**src/rtl/serial_rx.sv**
```systemverilog
// serial_rx: oversampled UART-style receiver, 8N1 framing.
// The line is synchronised, the start bit is confirmed at mid-bit and every
// following bit is sampled one bit period later; a good stop bit publishes
// the byte, a low stop bit raises a one-cycle frame error instead.
module serial_rx #(
  parameter int unsigned OVERSAMPLE = 16
) (
  input  logic       sysclk,
  input  logic       reset_n,
  input  logic       receive_i,
  input  logic       sample_tick_i,
  output logic [7:0] data_o,
  output logic       data_valid_o,
  output logic       frame_error_o,
  output logic       busy_o
);

  localparam int unsigned TW = (OVERSAMPLE > 1) ? $clog2(OVERSAMPLE) : 1;
  localparam logic [TW-1:0] HALF_M1 = TW'(OVERSAMPLE / 2 - 1);
  localparam logic [TW-1:0] FULL_M1 = TW'(OVERSAMPLE - 1);

  typedef enum logic [1:0] {
    IDLE,
    START,
    DATA,
    STOP
  } state_t;

  state_t          state;
  state_t          state_nxt;
  logic [1:0]      rx_sync;
  logic            rx_prev;
  logic            rx;
  logic            fall;
  logic            tick_half;
  logic            tick_full;
  logic [TW-1:0]   tick_cnt;
  logic [2:0]      bit_cnt;
  logic [7:0]      shift_reg;

  assign rx        = rx_sync[1];
  assign fall      = rx_prev & ~rx;
  assign tick_half = sample_tick_i && (tick_cnt == HALF_M1);
  assign tick_full = sample_tick_i && (tick_cnt == FULL_M1);

  // Two-flop synchroniser plus one delayed copy for falling-edge detection.
  always_ff @(posedge sysclk or negedge reset_n) begin
    if (!reset_n) begin
      rx_sync <= '1;
      rx_prev <= 1'b1;
    end else begin
      rx_sync <= {rx_sync[0], receive_i};
      rx_prev <= rx_sync[1];
    end
  end

  // State register.
  always_ff @(posedge sysclk or negedge reset_n) begin
    if (!reset_n) begin
      state <= IDLE;
    end else begin
      state <= state_nxt;
    end
  end

  // Next-state logic; the counters only move on sample ticks.
  always_comb begin
    state_nxt = state;
    case (state)
      IDLE:  if (fall) state_nxt = START;
      START: if (tick_half) state_nxt = rx ? IDLE : DATA;
      DATA:  if (tick_full && (bit_cnt == 3'd7)) state_nxt = STOP;
      STOP:  if (tick_full) state_nxt = IDLE;
      default: state_nxt = IDLE;
    endcase
  end

  // Output logic: busy follows the registered state.
  always_comb begin
    busy_o = (state != IDLE);
  end

  // Counters, shift register and the registered result pulses.
  always_ff @(posedge sysclk or negedge reset_n) begin
    if (!reset_n) begin
      tick_cnt      <= '0;
      bit_cnt       <= '0;
      shift_reg     <= '0;
      data_o        <= '0;
      data_valid_o  <= 1'b0;
      frame_error_o <= 1'b0;
    end else begin
      data_valid_o  <= 1'b0;
      frame_error_o <= 1'b0;
      case (state)
        IDLE: begin
          tick_cnt <= '0;
          bit_cnt  <= '0;
        end
        START: begin
          if (sample_tick_i) begin
            if (tick_cnt == HALF_M1) begin
              tick_cnt <= '0;
              bit_cnt  <= '0;
            end else begin
              tick_cnt <= tick_cnt + TW'(1);
            end
          end
        end
        DATA: begin
          if (sample_tick_i) begin
            if (tick_cnt == FULL_M1) begin
              shift_reg <= {rx, shift_reg[7:1]};
              tick_cnt  <= '0;
              bit_cnt   <= bit_cnt + 3'd1;
            end else begin
              tick_cnt <= tick_cnt + TW'(1);
            end
          end
        end
        STOP: begin
          if (sample_tick_i) begin
            if (tick_cnt == FULL_M1) begin
              tick_cnt <= '0;
              if (rx) begin
                data_o       <= shift_reg;
                data_valid_o <= 1'b1;
              end else begin
                frame_error_o <= 1'b1;
              end
            end else begin
              tick_cnt <= tick_cnt + TW'(1);
            end
          end
        end
        default: begin
          tick_cnt <= '0;
          bit_cnt  <= '0;
        end
      endcase
    end
  end

endmodule

```
**config.mk**
```make
export PLATFORM = sky130hd
export DESIGN_NAME = serial_rx
export DESIGN_NICKNAME = d
export VERILOG_FILES = /design/src/rtl/serial_rx.sv
export SDC_FILE = /design/constraint.sdc
export NUM_CORES = 1
export LEC_CHECK = 0
export BUFFER_PORTS_ARGS = -buffer_cell sky130_fd_sc_hd__buf_2
export CAP_MARGIN = 25
export CORE_UTILIZATION = 49
export CTS_CLUSTER_SIZE = 40
export DETAILED_ROUTE_END_ITERATION = 7
export PLACE_DENSITY = 0.71
export SYNTH_ARGS = -nofsm -noshare
export SYNTH_HDL_FRONTEND = slang
export SYNTH_SLANG_ARGS = --single-unit
```
**constraint.sdc**
```tcl
create_clock -name sysclk -period 1.6 [get_ports sysclk]
set_input_delay 0.08 -clock sysclk [delete_from_list [all_inputs] [get_ports sysclk]]
set_output_delay 0.08 -clock sysclk [all_outputs]
set_load 0.1 [all_outputs]
```
==> impl_metrics.py, run 1 <==
metrics = {
    "outcome": {
        "status": "completed",
    },
    "sta": {
        "post-route-period-util": 0.952,
        "fmax_mhz": 657,
        "slew_violations": 0,
        "worst_slew_pin_slew_ns": 0.651,
        "setup_ws_ns": 0.0770,
        "rsz0062_at_grt": "no",
        "finalSetupViolations": 0,
        "hold_viol": 0,
        "relSlewSlack": 0.566,
        "fin_worst_skew_ns": 0.00295,
        "hold_slack_ns": 0.0970,
        "tns_ns": 0,
        "period_needed_ns": 1.52,
    },
    "cts": {
        "h-tree-depth": 2,
        "cts_setup_buffers": 0,
        "clk_latency_ns": 0.33,
        "cts_buffers": 5,
        "clk_path_buf_depth": 2,
        "clock-sinks": 30,
        "path_clk_slew_ns": 0.09,
        "cts_root_buf": "clkbuf_4",
        "cts_tree": "yes",
    },
    "routing": {
        "via_per_inst": 5.71,
        "route.detailed.drc": 0,
        "num_vias": 890,
        "wl_per_cell_um": 15.4,
        "finalWirelength_um": 2400,
        "postRouteAntennaNets": 0,
        "drt_iter0_drc": 26,
        "drt-pass1-iter-count": 5,
    },
    "cells_and_area": {
        "stdcell_area_um2": 1560,
        "fin_nets": 132,
        "num-fill-cells": 201,
        "antenna_cells": 0,
        "drive_above_1_share": 0.397,
        "areaGrowthSynthToFinish_pct": 17.5,
    },
    "power": {
        "p_int_uw": 1220,
        "power.share.switching": 0.349,
        "p_per_area_nw_per_um2": 1210,
        "pwr-share-comb": 0.267,
        "pwr-share-clk": 0.249,
        "seqPwrFrac": 0.484,
        "power.leakage_uw": 0.000812,
        "totalPowerFinal_uw": 1880,
        "peakVddDrop_uv": 885,
        "switching_power_uw": 656,
    },
    "global_routing": {
        "antenna_found_initial": 0,
        "grt_pass1_wl_um": 3710,
        "track_usage": 0.190,
        "overflow": 0,
        "grt_pass1_vias": 796,
        "grt_max_degree": 31,
    },
    "logic_synthesis": {
        "synth_area_um2": 1330,
        "synth_top_cell_by_area": "dfrtp_1",
        "synthDistinctLibCells": 32,
        "synth.top_cell.area_share": 0.509,
        "yosysWarnings": 0,
        "ys_seq_area_frac": 0.569,
        "synthCells": 101,
        "ys_ff_latch": 30,
        "synth_fp_nets": 108,
        "synth_area_per_cell_um2": 13.1,
        "yosys-top-cells-area": "dfrtp_1, mux2_2, dfstp_2",
    },
    "critical_path": {
        "end_kind": "flip-flop",
        "timing.rr.end": "data_o[3]",
        "cp_data_required_time_ns": 1.82,
        "startpoint_type": "flip-flop",
        "cp_max_fo": 9,
        "crit_arrival_ns": 1.75,
        "rrSetupSlack_ns": 0.08,
        "r2r-start": "tick_cnt[1]",
        "criticalPathCategory": "reg -> reg",
        "ff2ff_path_depth": 4,
        "crit_start": "tick_cnt[1]",
    },
    "placed_design": {
        "dp_hpwl_um": 1650,
        "port_buffers": 14,
        "placed_area_um2": 1470,
        "post-place-ws_ns": 0.0664,
        "place_congestion": 0.738,
    },
    "worst_hold_path": {
        "hp-class": "in -> reg",
        "hp-start": "sample_tick_i",
        "min_path_cells": 2,
        "min_to": "tick_cnt[3]",
    },
    "flow_run": {
        "drv_cap": 0,
    },
    "floorplan": {
        "num_rows": 18,
        "design.portCount": 15,
        "dieArea_um2": 2920,
        "core_um2": 2520,
        "start_util": 0.526,
        "die_height_um": 54.0,
        "fp.dieW_um": 54.0,
    },
}
worst max-delay path, stage by stage (launching register included):
cell	delay [ns]
dfrtp_1	0.40
ha_1	0.24
nand4_4	0.18
nor2_8	0.23
mux2_2	0.37
synthesized netlist by cell type (all sizes together):
library cell and n:
nor2b 3, nand2 5, o21a 1, xor2 1, o311ai 1, a32o 1
a21oi 2, nand3 8, ha 3, nand2b 1, a311oi 1, dfstp 3
a211o 1, inv 4, nor4bb 1, nand3b 1, o21ai 1, nor2 5
nand4 2, and4 1, o221ai 2, o31ai 1, buf 4, o2bb2ai 2
a41oi 1, mux2 16, dfrtp 27, o211ai 1, clkbuf 1
metrics by stage:
stage	cells	utilization
2_1_floorplan	101	-
3_3_place_gp	146	0.581
3_5_place_dp	146	0.581
4_1_cts	156	0.617
5_1_grt	156	0.618
6_report	156	0.618
layout make-up:
| class | count | area (um^2) | area share |
|---|---|---|---|
| flip-flops and latches | 30 | 754 | 0.484 |
| multi-input cells | 62 | 546 | 0.350 |
| repair buffers | 22 | 138 | 0.0884 |
| clock buffers | 6 | 51.3 | 0.0329 |
| well taps | 30 | 37.5 | 0.0241 |
| inverters | 4 | 18.8 | 0.0120 |
| clock inverters | 2 | 12.5 | 0.00803 |
how the worst max path moves through the flow:
stage,to,slack (ns),cells after the start
6_report,data_o[3],0.08,4
3_5_place_dp,data_o[3],0.07,4
5_1_grt,busy_o,0.004,3
4_1_cts,busy_o,0.05,3
2_1_floorplan,data_o[0],0.02,4
3_3_place_gp,data_o[3],0.13,4
timing repair:
action,4_1_cts,5_1_grt
resized for setup,1,2
endpoints found under the setup margin,1,4
hold endpoints to repair,28,0
hold buffers,2,0
pin swaps,0,1
layer usage:
layer  global-route usage  vias up  share of wire
met5                    0        -              0
met4               0.0855        0          0.024
met3               0.0876       12          0.063
met2                0.292       35           0.48
met1                0.227      423           0.43
li1                     -      420              -
logic make-up after synthesis:
kind of cell	synth area share
buffers and inverters	0.0292
XOR/XNOR	0.00660
adder cells (fa/ha/maj)	0.0283
multiplexers	0.136
flip-flops	0.569
AO/OA/AOI/OAI	0.0887
AND/OR/NAND/NOR	0.142
layout by cell type (no fill, tap or decap), types with 2 or more instances in the layout:
cell	Yosys	layout
a21oi_1	2	2
buf_2	4	13
buf_4	0	6
clkbuf_4	0	6
clkinvlp_4	0	2
dfrtp_1	27	27
dfstp_2	3	3
dlygate4sd3_1	0	2
ha_1	3	3
inv_1	4	3
mux2_1	3	3
mux2_2	13	13
nand2_1	5	5
nand3_1	8	8
nor2_1	3	2
nor2_8	2	2
nor2b_1	3	3
o221ai_1	2	2
o2bb2ai_1	2	2
power by group through the flow:
stage	Sequential (uW)	Clock [uW]	Combinational [uW]
6_report	910	468	502
3_5_place_dp	916	0	484
4_1_cts	908	486	492
2_1_floorplan	881	0	444
5_1_grt	920	519	537
3_3_place_gp	914	0	464
(Power assumes the default switching activity.)
==> run 2, diff against run 1 <==
--- a/config.mk
+++ b/config.mk
@@ -5,12 +5,15 @@
 export SDC_FILE = /design/constraint.sdc
 export NUM_CORES = 1
 export LEC_CHECK = 0
+export ABC_AREA = 1
 export BUFFER_PORTS_ARGS = -buffer_cell sky130_fd_sc_hd__buf_2
 export CAP_MARGIN = 25
-export CORE_UTILIZATION = 49
+export CELL_PAD_IN_SITES_DETAIL_PLACEMENT = 1
+export CELL_PAD_IN_SITES_GLOBAL_PLACEMENT = 1
+export CORE_UTILIZATION = 39
 export CTS_CLUSTER_SIZE = 40
 export DETAILED_ROUTE_END_ITERATION = 7
-export PLACE_DENSITY = 0.71
+export PLACE_DENSITY_LB_ADDON = 0.1
 export SYNTH_ARGS = -nofsm -noshare
 export SYNTH_HDL_FRONTEND = slang
 export SYNTH_SLANG_ARGS = --single-unit
==> run 2 against run 1 <==
Utilization is 11 points lower; global-route usage is 0.14 points lower; area after synthesis is 0.57% lower; hold slack worse by 0.023 ns; non-clock buffer count is 3 lower; sequential share of layout area is 1.3 points lower; combinational power is 34% higher; largest power group unchanged.
==> impl_metrics.py, run 2 <==
metrics = {
    "sta": {
        "relSlewSlack": 0.560,
        "finalSetupViolations": 0,
        "hold_slack_ns": 0.0742,
        "fin_worst_skew_ns": 0.0148,
        "period_needed_ns": 1.47,
        "worst_slew_pin_slew_ns": 0.659,
        "hold_viol": 0,
        "fmax_mhz": 681,
        "rsz0062_at_grt": "no",
        "slew_violations": 0,
        "post-route-period-util": 0.917,
    },
    "critical_path": {
        "rrSetupSlack_ns": 0.13,
        "timing.rr.end": "shift_reg[0]",
        "cp_max_fo": 17,
        "criticalPathCategory": "reg -> reg",
        "crit_arrival_ns": 1.70,
        "r2r-start": "tick_cnt[1]",
        "end_kind": "flip-flop",
        "startpoint_type": "flip-flop",
        "cp_data_required_time_ns": 1.83,
        "ff2ff_path_depth": 9,
    },
    "logic_synthesis": {
        "synth.top_cell.area_share": 0.512,
        "synthArstFlopShare": 1.00,
        "yosysMostFrequentCell": "nand2_1",
        "synth_top_cell_by_area": "dfrtp_1",
        "synthDistinctLibCells": 25,
        "synth_edf_count": 0,
        "yosys-top-cells-area": "dfrtp_1, nand2_1, dfstp_2",
        "synth_fp_nets": 145,
        "synthCells": 138,
        "ys.flop_type": "dfrtp_1",
        "synth_area_per_cell_um2": 9.56,
        "ys_ff_latch": 30,
        "netlist_top_cells_count": "nand2_1, dfrtp_1, inv_1, o21ai_0, o21ai_1",
        "synth_area_um2": 1320,
        "ys_seq_area_frac": 0.572,
        "yosysWarnings": 0,
    },
    "floorplan": {
        "dieArea_um2": 3620,
        "design.portCount": 15,
        "num_rows": 20,
        "fp.dieW_um": 60.2,
        "core_um2": 3130,
        "die_height_um": 60.2,
        "start_util": 0.422,
    },
    "global_routing": {
        "grt_max_degree": 31,
        "grt_pass1_wl_um": 4820,
        "track_usage": 0.189,
        "grt_pass1_vias": 1077,
        "overflow": 0,
        "antenna_found_initial": 0,
    },
    "worst_hold_path": {
        "hp-start": "sample_tick_i",
        "min_path_cells": 3,
        "hp-class": "in -> reg",
        "min_to": "frame_error_o",
    },
    "cells_and_area": {
        "fin_nets": 169,
        "layout_commonest_cell": "nand2_1",
        "final_cell_mix": "nand2_1, dfrtp_1, inv_1, buf_2",
        "areaGrowthSynthToFinish_pct": 21.5,
        "antenna_cells": 0,
        "num-fill-cells": 366,
        "final_cells": 207,
        "drive_above_1_share": 0.270,
        "register_area_um2": 756,
        "final_util": 0.512,
        "multi_input_area_um2": 503,
    },
    "outcome": {
        "status": "completed",
    },
    "routing": {
        "finalWirelength_um": 2780,
        "postRouteAntennaNets": 0,
        "wl_per_cell_um": 13.4,
        "drt-pass1-iter-count": 4,
        "via_per_inst": 4.90,
        "num_vias": 1014,
        "drt_iter0_drc": 20,
        "route.detailed.drc": 0,
    },
    "cts": {
        "cts_root_buf": "clkbuf_4",
        "path_clk_slew_ns": 0.10,
        "clock-sinks": 30,
        "cts_tree": "yes",
        "h-tree-depth": 2,
        "clk_path_buf_depth": 2,
        "cts_buffers": 5,
        "clk_latency_ns": 0.34,
    },
    "power": {
        "switching_power_uw": 805,
        "p_int_uw": 1370,
        "p_per_area_nw_per_um2": 1360,
        "power.leakage_uw": 0.000836,
        "pwr-share-clk": 0.272,
        "pwr-share-comb": 0.311,
        "seqPwrFrac": 0.417,
        "power.share.switching": 0.371,
        "peakVddDrop_uv": 827,
        "totalPowerFinal_uw": 2170,
    },
    "placed_design": {
        "dp_hpwl_um": 1910,
        "place_congestion": 0.757,
        "dp.cells": 195,
        "port_buffers": 14,
    },
    "flow_run": {
        "drv_cap": 0,
    },
}
==> run 2: cell count changes after synthesis, sizes merged, moves of 3 or more <==
cell,change
nor2b,-3
mux2,-16
inv,+14
o21ai,+22
nand2,+33
==> run 2: timing repair <==
item                                    in CTS  in global routing
endpoints found under the setup margin       0                  7
gates resized for setup                      0                  3
hold buffers                                 2                  0
buffers inserted                             0                  1
endpoints found under the hold margin       28                  0
==> run 2: worst max-delay path by stage <==
stage / cells after the start / slack (ns) / to / startpoint
after floorplan: 7 / -0.11 / bit_cnt[0] / state[0]
after global placement: 8 / 0.17 / data_o[2] / tick_cnt[0]
after detailed placement: 8 / 0.09 / data_o[2] / tick_cnt[0]
after CTS: 9 / 0.08 / shift_reg[0] / tick_cnt[0]
after global routing: 7 / 0.003 / tick_cnt[0] / flip-flop
final: 9 / 0.13 / shift_reg[0] / tick_cnt[1]
==> run 2: kinds of logic after synthesis <==
logic type / Yosys count / share of synthesized area
simple gates: 57 / 0.213
flops: 30 / 0.572
compound gates: 25 / 0.0987
buf+inv: 21 / 0.0740
fa+ha+maj: 3 / 0.0285
xor+xnor: 1 / 0.00664
mux: 1 / 0.00759
==> run 2: power groups by stage <==
stage | Combinational, uW | Sequential, uW | Clock, uW
6_report | 674 | 906 | 591
3_5_place_dp | 629 | 914 | 0
4_1_cts | 636 | 898 | 610
5_1_grt | 748 | 916 | 644
2_1_floorplan | 488 | 877 | 0
3_3_place_gp | 605 | 908 | 0
==> run 2: layout make-up <==
type,count,share of cell area
repair buffers,19,0.0874
multi-input cells,88,0.314
inverters,18,0.0461
clock buffers,7,0.0281
well taps,44,0.0343
flip-flops and latches,30,0.472
clock inverters,1,0.0187
==> run 2: layer usage <==
metal	global-route usage	wire (um)
met3	0.0584	99
met1	0.232	1270
met5	0	0
met4	0.0997	53
met2	0.295	1350
==> run 2: critical path, cell delays in order, from the launching register on <==
cell and delay, ns:
dfrtp_1 0.38, ha_1 0.20, nand2_2 0.10, nor2_4 0.13, nand2_4 0.08, nor3_4 0.15
buf_12 0.17, inv_2 0.05, nand2_1 0.06, o21ai_0 0.07
==> run 2: per-stage QoR <==
step	cell area [um^2]	TNS, ns	setup slack [ns]
finish	1600	0	0.132
floorplan	1340	-0.304	-0.109
CTS	1570	0	0.0788
global route	1600	0	0.00300
global placement	1470	0	0.175
detailed placement	1470	0	0.0870
